File: config.mk
export PLATFORM = sky130hd
export DESIGN_NAME = round_counter
export DESIGN_NICKNAME = d
export VERILOG_FILES = /design/src/rtl/round_counter_pkg.sv /design/src/rtl/round_counter.sv
export SDC_FILE = /design/constraint.sdc
export NUM_CORES = 1
export LEC_CHECK = 0
export ABC_AREA = 0
export ABC_CLOCK_PERIOD_IN_PS = 2500
export CORE_ASPECT_RATIO = 1.1
export CORE_UTILIZATION = 45
export CTS_BUF_LIST = sky130_fd_sc_hd__clkbuf_16
export CTS_CLUSTER_DIAMETER = 120
export DETAILED_ROUTE_END_ITERATION = 7
export PLACE_DENSITY = 0.75
export SETUP_SLACK_MARGIN = 0.05
export SLEW_MARGIN = 20
export SYNTH_ARGS = -nofsm -noshare
export SYNTH_HDL_FRONTEND = slang
export SYNTH_SLANG_ARGS = --single-unit
File: constraint.sdc
create_clock -name clk -period 2.5 [get_ports clk]
set_input_delay 0.75 -clock clk [delete_from_list [all_inputs] [get_ports clk]]
set_output_delay 0.75 -clock clk [all_outputs]
set_load 0.02 [all_outputs]
File: src/rtl/round_counter_pkg.sv
// Shared types and the free-mode step function for the round counter.
package round_counter_pkg;

  typedef enum logic {
    IDLE = 1'b0,
    RUN  = 1'b1
  } state_e;

  localparam logic DIR_UP   = 1'b0;
  localparam logic DIR_DOWN = 1'b1;

  // Width-agnostic free-mode step; returns {next, wrap_event}.
  function automatic logic [32:0] free_next(
    input logic [31:0] cur,
    input logic        dir,
    input logic [31:0] max_val,
    input logic        wrap
  );
    logic [31:0] nxt;
    logic        ev;
    nxt = cur;
    ev  = 1'b0;
    if (dir == DIR_UP) begin
      if (cur < max_val) begin
        nxt = cur + 32'd1;
      end else if (wrap) begin
        nxt = '0;
        ev  = 1'b1;
      end
    end else begin
      if (cur != '0) begin
        nxt = cur - 32'd1;
      end else if (wrap) begin
        nxt = max_val;
        ev  = 1'b1;
      end
    end
    return {nxt, ev};
  endfunction

endpackage

File: src/rtl/round_counter.sv
// Round/key-schedule index counter: free mode (load/count/wrap or saturate)
// and an autonomous run mode that steps 0..MAX_VAL and pulses done.
module round_counter
  import round_counter_pkg::*;
#(
  parameter int WIDTH   = 4,
  parameter int MAX_VAL = 9,
  parameter int WRAP    = 1
) (
  input  logic             clk,
  input  logic             rstn,
  input  logic             clr,
  input  logic             load,
  input  logic [WIDTH-1:0] load_val,
  input  logic             count,
  input  logic             dir,
  input  logic             start,
  output logic [WIDTH-1:0] out,
  output logic             busy,
  output logic             tc,
  output logic             done,
  output logic             wrapped,
  output state_e           state_dbg
);

  if (MAX_VAL < 1 || MAX_VAL > (2 ** WIDTH) - 1) begin : g_bad_max
    $error("round_counter: MAX_VAL out of range 1..2**WIDTH-1");
  end

  localparam logic [WIDTH-1:0] MAX_V = WIDTH'(MAX_VAL);

  state_e           state_q, state_d;
  logic [WIDTH-1:0] out_q, out_d;
  logic             busy_q, busy_d;
  logic             done_q, done_d;
  logic             wrapped_q, wrapped_d;

  logic [32:0]      free_full;
  logic [WIDTH-1:0] free_out;
  logic             free_wrap;
  logic [WIDTH-1:0] load_clip;

  always_comb begin
    free_full = free_next(32'(out_q), dir, 32'(MAX_VAL), WRAP != 0);
    free_out  = WIDTH'(free_full >> 1);
    free_wrap = free_full[0];
    load_clip = (load_val > MAX_V) ? MAX_V : load_val;
  end

  always_comb begin
    state_d   = state_q;
    out_d     = out_q;
    busy_d    = busy_q;
    done_d    = 1'b0;
    wrapped_d = wrapped_q;
    case (state_q)
      IDLE: begin
        if (clr) begin
          out_d     = '0;
          wrapped_d = 1'b0;
        end else if (load) begin
          out_d = load_clip;
        end else if (start) begin
          out_d   = '0;
          busy_d  = 1'b1;
          state_d = RUN;
        end else if (count) begin
          out_d = free_out;
          if (free_wrap) wrapped_d = 1'b1;
        end
      end
      RUN: begin
        // clr aborts without a done pulse; a run never touches wrapped otherwise.
        if (clr) begin
          out_d     = '0;
          busy_d    = 1'b0;
          wrapped_d = 1'b0;
          state_d   = IDLE;
        end else if (out_q < MAX_V) begin
          out_d = out_q + 1'b1;
        end else begin
          busy_d  = 1'b0;
          done_d  = 1'b1;
          state_d = IDLE;
        end
      end
      default: begin
        out_d   = '0;
        busy_d  = 1'b0;
        state_d = IDLE;
      end
    endcase
  end

  always_ff @(posedge clk or negedge rstn) begin
    if (!rstn) begin
      state_q   <= IDLE;
      out_q     <= '0;
      busy_q    <= 1'b0;
      done_q    <= 1'b0;
      wrapped_q <= 1'b0;
    end else begin
      state_q   <= state_d;
      out_q     <= out_d;
      busy_q    <= busy_d;
      done_q    <= done_d;
      wrapped_q <= wrapped_d;
    end
  end

  always_comb begin
    if (state_q == RUN) begin
      tc = (out_q == MAX_V);
    end else if (dir == DIR_UP) begin
      tc = (out_q == MAX_V);
    end else begin
      tc = (out_q == '0);
    end
  end

  assign out       = out_q;
  assign busy      = busy_q;
  assign done      = done_q;
  assign wrapped   = wrapped_q;
  assign state_dbg = state_q;

endmodule

* Yosys cells after proc, flatten, opt, wreduce, memory -nomap -nowiden *
Index checks and enable logic that the tools add are counted.

storage, ports and cells
  register bits after elaboration = 8
  output and inout port bits = 9
  logic and storage cells = 67

cells by class
  $add $sub $neg = 3
  order comparisons = 3
  equality and inequality tests = 12
  mux-type cells = 38
  bitwise logic cells = 1
  reductions and logical operators = 5

operator list
  kind                                                   number
  2-to-1 mux 4 bit                                       10
  2-to-1 mux 1 bit                                       24
  inequality test 3 bit, second input constant           5
  adder 4 x 1 -> 4 bit, second input constant            2
  < comparator 4 bit, second input constant              2
  inequality test 2 bit, second input constant           4
  case mux 4 bit (2 select lines)                        1
  case mux 1 bit (2 select lines)                        3
  inequality test 5 bit, second input constant           1
  AND reduction 5 bit                                    1
  equality test 4 bit, second input constant             1
  > comparator 4 bit, second input constant              1
  logical NOT 4 bit                                      1
  AND reduction 4 bit                                    1
  nonzero test 4 bit                                     1
  subtractor 4 x 1 -> 4 bit, second input constant       1
  inequality test 3 x 2 -> 1 bit, second input constant  1
  AND reduction 2 bit                                    1
  NOT 1 bit                                              1

* Longest topological paths before layout *
  depth after elaboration = 9
  depth in mapped cells = 6
  mapped depth without buffers = 6

* Least setup slack after synthesis *
Ideal clock, no wire load.

  path type = register to output
  start = register out_q[0] (netlist: out[0])
  end = output port tc
  data arrival time = 1.668 ns
  data required time = 1.750 ns
  setup slack = 0.082 ns
  cell stages (with the launch flop) = 6
  path buffers = 0
  cell sequence = dfrtp_1 > inv_1 > ha_1 > nand2_1 > or3_1 > a21oi_1

between the ends
  cells in the longest elaborated chain, start to end = 3
  elaborated cells between the ends (all ways) = 4
  those cells by class = eq/ne (1); mux (2); reduce/logical (1)

ends and longest elaborated chain
  element                                                          RTL line                                                          RTL
  start, declared                                                  round_counter.sv:33                                               logic [WIDTH-1:0] out_q, out_d;
  start signal, assigned                                           round_counter.sv:104                                              out_q <= out_d;
  equality test 4 bit / logical NOT 4 bit (equally long branches)  round_counter.sv:113, round_counter.sv:115, round_counter.sv:117
  2-to-1 mux 1 bit                                                 round_counter.sv:114                                              end else if (dir == DIR_UP) begin
  2-to-1 mux 1 bit (*)                                             round_counter.sv:112                                              if (state_q == RUN) begin
  end, declared                                                    round_counter.sv:20                                               output logic tc,

Mark *: on every way between the ends. The rest lies on a longest branch, timed or not.

* Final worst setup path *
  start = input port dir
  end = output port tc

between the ends
  cells in the longest elaborated chain, start to end = 2

ends and longest elaborated chain
  element           RTL line              RTL
  start, declared   round_counter.sv:16   input logic dir,
  2-to-1 mux 1 bit  round_counter.sv:114
  2-to-1 mux 1 bit  round_counter.sv:112

Every way passes these cells.

==> impl_metrics.tcl <==
set metrics [dict create \
    crit_path_top_delay_cell "sky130_fd_sc_hd__or3_4" \
    htree_levels 1 \
    effective_utilization_at_floorplan 0.486 \
    final-seq-area_um2 200 \
    cts_root_buffer "sky130_fd_sc_hd__clkbuf_16" \
    ys_async_sr_fraction 1.00 \
    netlist-cell-type-count 41 \
    synth_enable_flop_cells 0 \
    start_kind "input pin" \
    max_stage_delay_ns 0.38 \
    antenna_cells 0 \
    report.final.setup_viol 0 \
    drive_above_1_share 0.250 \
    timing.critical_path.fanout_max 2 \
    timing.critical_path.arrival_ns 1.67 \
    final-hold-violation-count 0 \
    num_rows 15 \
    worstPathCellList "clkdlybuf4s15_1, nand2_1, or3_4, a21oi_2, buf_6" \
    ctsLongestPathBuffers 2 \
    finalWirelength_mm 2.23 \
    syn_to_final_growth_pct 53.5 \
    placed_area_um2 1040 \
    worst_pin_slew_ns 0.354 \
    cp.required_ns 1.75 \
    synth.most_common_cell "sky130_fd_sc_hd__a21oi_1" \
    finalInstanceArea_um2 1190 \
    min_period_ns 2.42 \
    rsz0062_at_grt "yes" \
    clock-sinks 8 \
    clock_insertion_delay_worst_skew_ns 0.23 \
    post_synthesis_mean_instance_area_um2 8.08 \
    grt_antenna_before_repair 0 \
    netlist_top_cells_area "sky130_fd_sc_hd__dfrtp_1 (26%), sky130_fd_sc_hd__a21oi_1 (5.8%), sky130_fd_sc_hd__ha_1 (4.8%)" \
    global_route_wire_length_before_repair_mm 3.71 \
    gp_routability_congestion 0.912 \
    fillerInstances 109 \
    run_status "finished clean" \
    multi_input_area_um2 527 \
    dominantRegCellSynth "sky130_fd_sc_hd__dfrtp_1" \
    place.port_buffers 19 \
    pwr_density_cell_nw_per_um2 751 \
    design.portCount 20 \
    post_drt_antenna_nets 0 \
    ys_seq_area_frac 0.258 \
    avgRoutedWirePerCell_um 14.9 \
    dp_hpwl_mm 1.62 \
    synth_common_cells "sky130_fd_sc_hd__a21oi_1 (9), sky130_fd_sc_hd__dfrtp_1 (8), sky130_fd_sc_hd__nor2_1 (8), sky130_fd_sc_hd__inv_1 (7), sky130_fd_sc_hd__nand2_1 (7)" \
    ir_drop_worst_vdd_mv 1.09 \
    dr.pass1.iters 4 \
    syn-cell-area_um2 776 \
    clk_pin_slew_ns 0.03 \
    p_leak_uw 0.000511 \
    drcViolationCount 0 \
    finalHoldWorstSlack_ns 0.511 \
    grt.total_usage 0.261 \
    setup.worst_path.end_class "primary output" \
    drv_cap 0 \
    num_vias 879 \
    grt_start_max_net_pins 16 \
    floorplan.die_area_um2 1890 \
    timing.clock.skew_ns 0.00135 \
    synth_area_leader_cell "sky130_fd_sc_hd__dfrtp_1" \
    timing_max_transition_violations_final 0 \
    die_w_um 41.6 \
    drt_iter0_drc 43 \
    cts_inserted_buffers 3 \
    first_global_vias 795 \
    cts_tree "yes" \
    yosysWarnings 0 \
    core-area_um2 1600 \
    timing.fmax_mhz 413 \
    synth_fp_nets 110 \
    finish.net_count 148 \
    vias_per_cell 5.90 \
    cts_hold_repair.buffers 0 \
    synth_cells 96 \
    global_route.overflow_total 0 \
    number_of_synthesized_register_bits 8 \
    die_h_um 45.5 \
    hold_class "flop to flop" \
    layout_worst_path_cycle_share 0.969 \
    slew_headroom 0.763 \
    setup.worst_path.class "input pin to primary output" \
    synthDominantCellAreaShare 0.258 \
]
-- timing repair --
action,CTS,global route
pin swaps,3,1
endpoints found under the setup margin,1,2
buffers inserted,8,0
gates resized for setup,8,3
-- critical path, delay by kind of cell --
| family | cells | cell delay, ns |
|---|---|---|
| simple gates | 2 | 0.46 |
| compound gates | 1 | 0.14 |
| buf+inv | 2 | 0.32 |
-- state kept, by name, summed over array words and instances, names as in the netlist --
register,count
out,4
done,1
busy,1
wrapped,1
state_dbg,1
-- final timing paths --
path                       cells past startpoint  slack (ns)           startpoint                  end
max in group asynchronous                      1        1.44                 rstn  state_dbg$_DFF_PN0_
min in group asynchronous                      1        0.80                 rstn   out[0]$_DFFE_PN0P_
max reg2reg                                   14        0.27   out[0]$_DFFE_PN0P_   out[2]$_DFFE_PN0P_
min reg2reg                                    2        0.51  wrapped$_DFFE_PN0P_  wrapped$_DFFE_PN0P_
max                                            5        0.08                  dir                   tc
min                                            2        0.51  wrapped$_DFFE_PN0P_  wrapped$_DFFE_PN0P_
-- placed cells by master (no fill, tap or decap), drive strengths merged, types with 2 or more instances in the layout --
cell           count
a211oi             2
clkbuf             3
o211ai             2
nor2               8
and2               2
nor3               3
buf               21
nand3b             3
dfrtp              8
o2111ai            2
ha                 3
o22ai              2
o21ai              5
clkdlybuf4s50     17
a31oi              2
inv                7
or3                2
a21oi              9
nand2b             5
nand2              7
nand3              2
-- through the flow --
stage               setup TNS (ns)  power (uW)  setup slack (ns)  instances  utilization
finish                           0         895            0.0784        149        0.747
global route                     0         945            0.0405        149        0.747
CTS                              0         882            0.0705        149        0.737
detailed placement          -0.614         568            -0.614        138        0.652
global placement            -0.578         563            -0.578        138        0.652
floorplan                        0         402            0.0822         96            -
-- cells by family (layout without fill, tap and decap cells) --
group / Yosys count / count (layout) / synth area share
compound gates: 31 / 31 / 0.289
fa+ha+maj: 3 / 3 / 0.0484
buf+inv: 13 / 49 / 0.0823
flops: 8 / 8 / 0.258
mux: 1 / 1 / 0.0129
simple gates: 40 / 40 / 0.310
-- where the power goes --
part | switching (uW) | leakage [uW] | total [uW] | internal (uW)
clock | 54.4 | 0.0000370 | 260 | 205
sequential | 10.4 | 0.000104 | 159 | 148
combinational | 242 | 0.000370 | 476 | 234
total | 307 | 0.000511 | 895 | 587
-- metal layers --
layer	vias up	GRT usage	wire length [um]
met5	-	0	0
met4	0	0.0774	23
met3	2	0.0357	136
met2	45	0.469	1150
met1	404	0.328	918
li1	428	-	-
-- layout make-up --
class / count / area share
inverter: 7 / 0.0221
timing repair buffer: 39 / 0.287
tap: 17 / 0.0179
sequential: 8 / 0.168
multi-input combinational: 75 / 0.442
clock buffer: 3 / 0.0630
(Power assumes the default switching activity.)
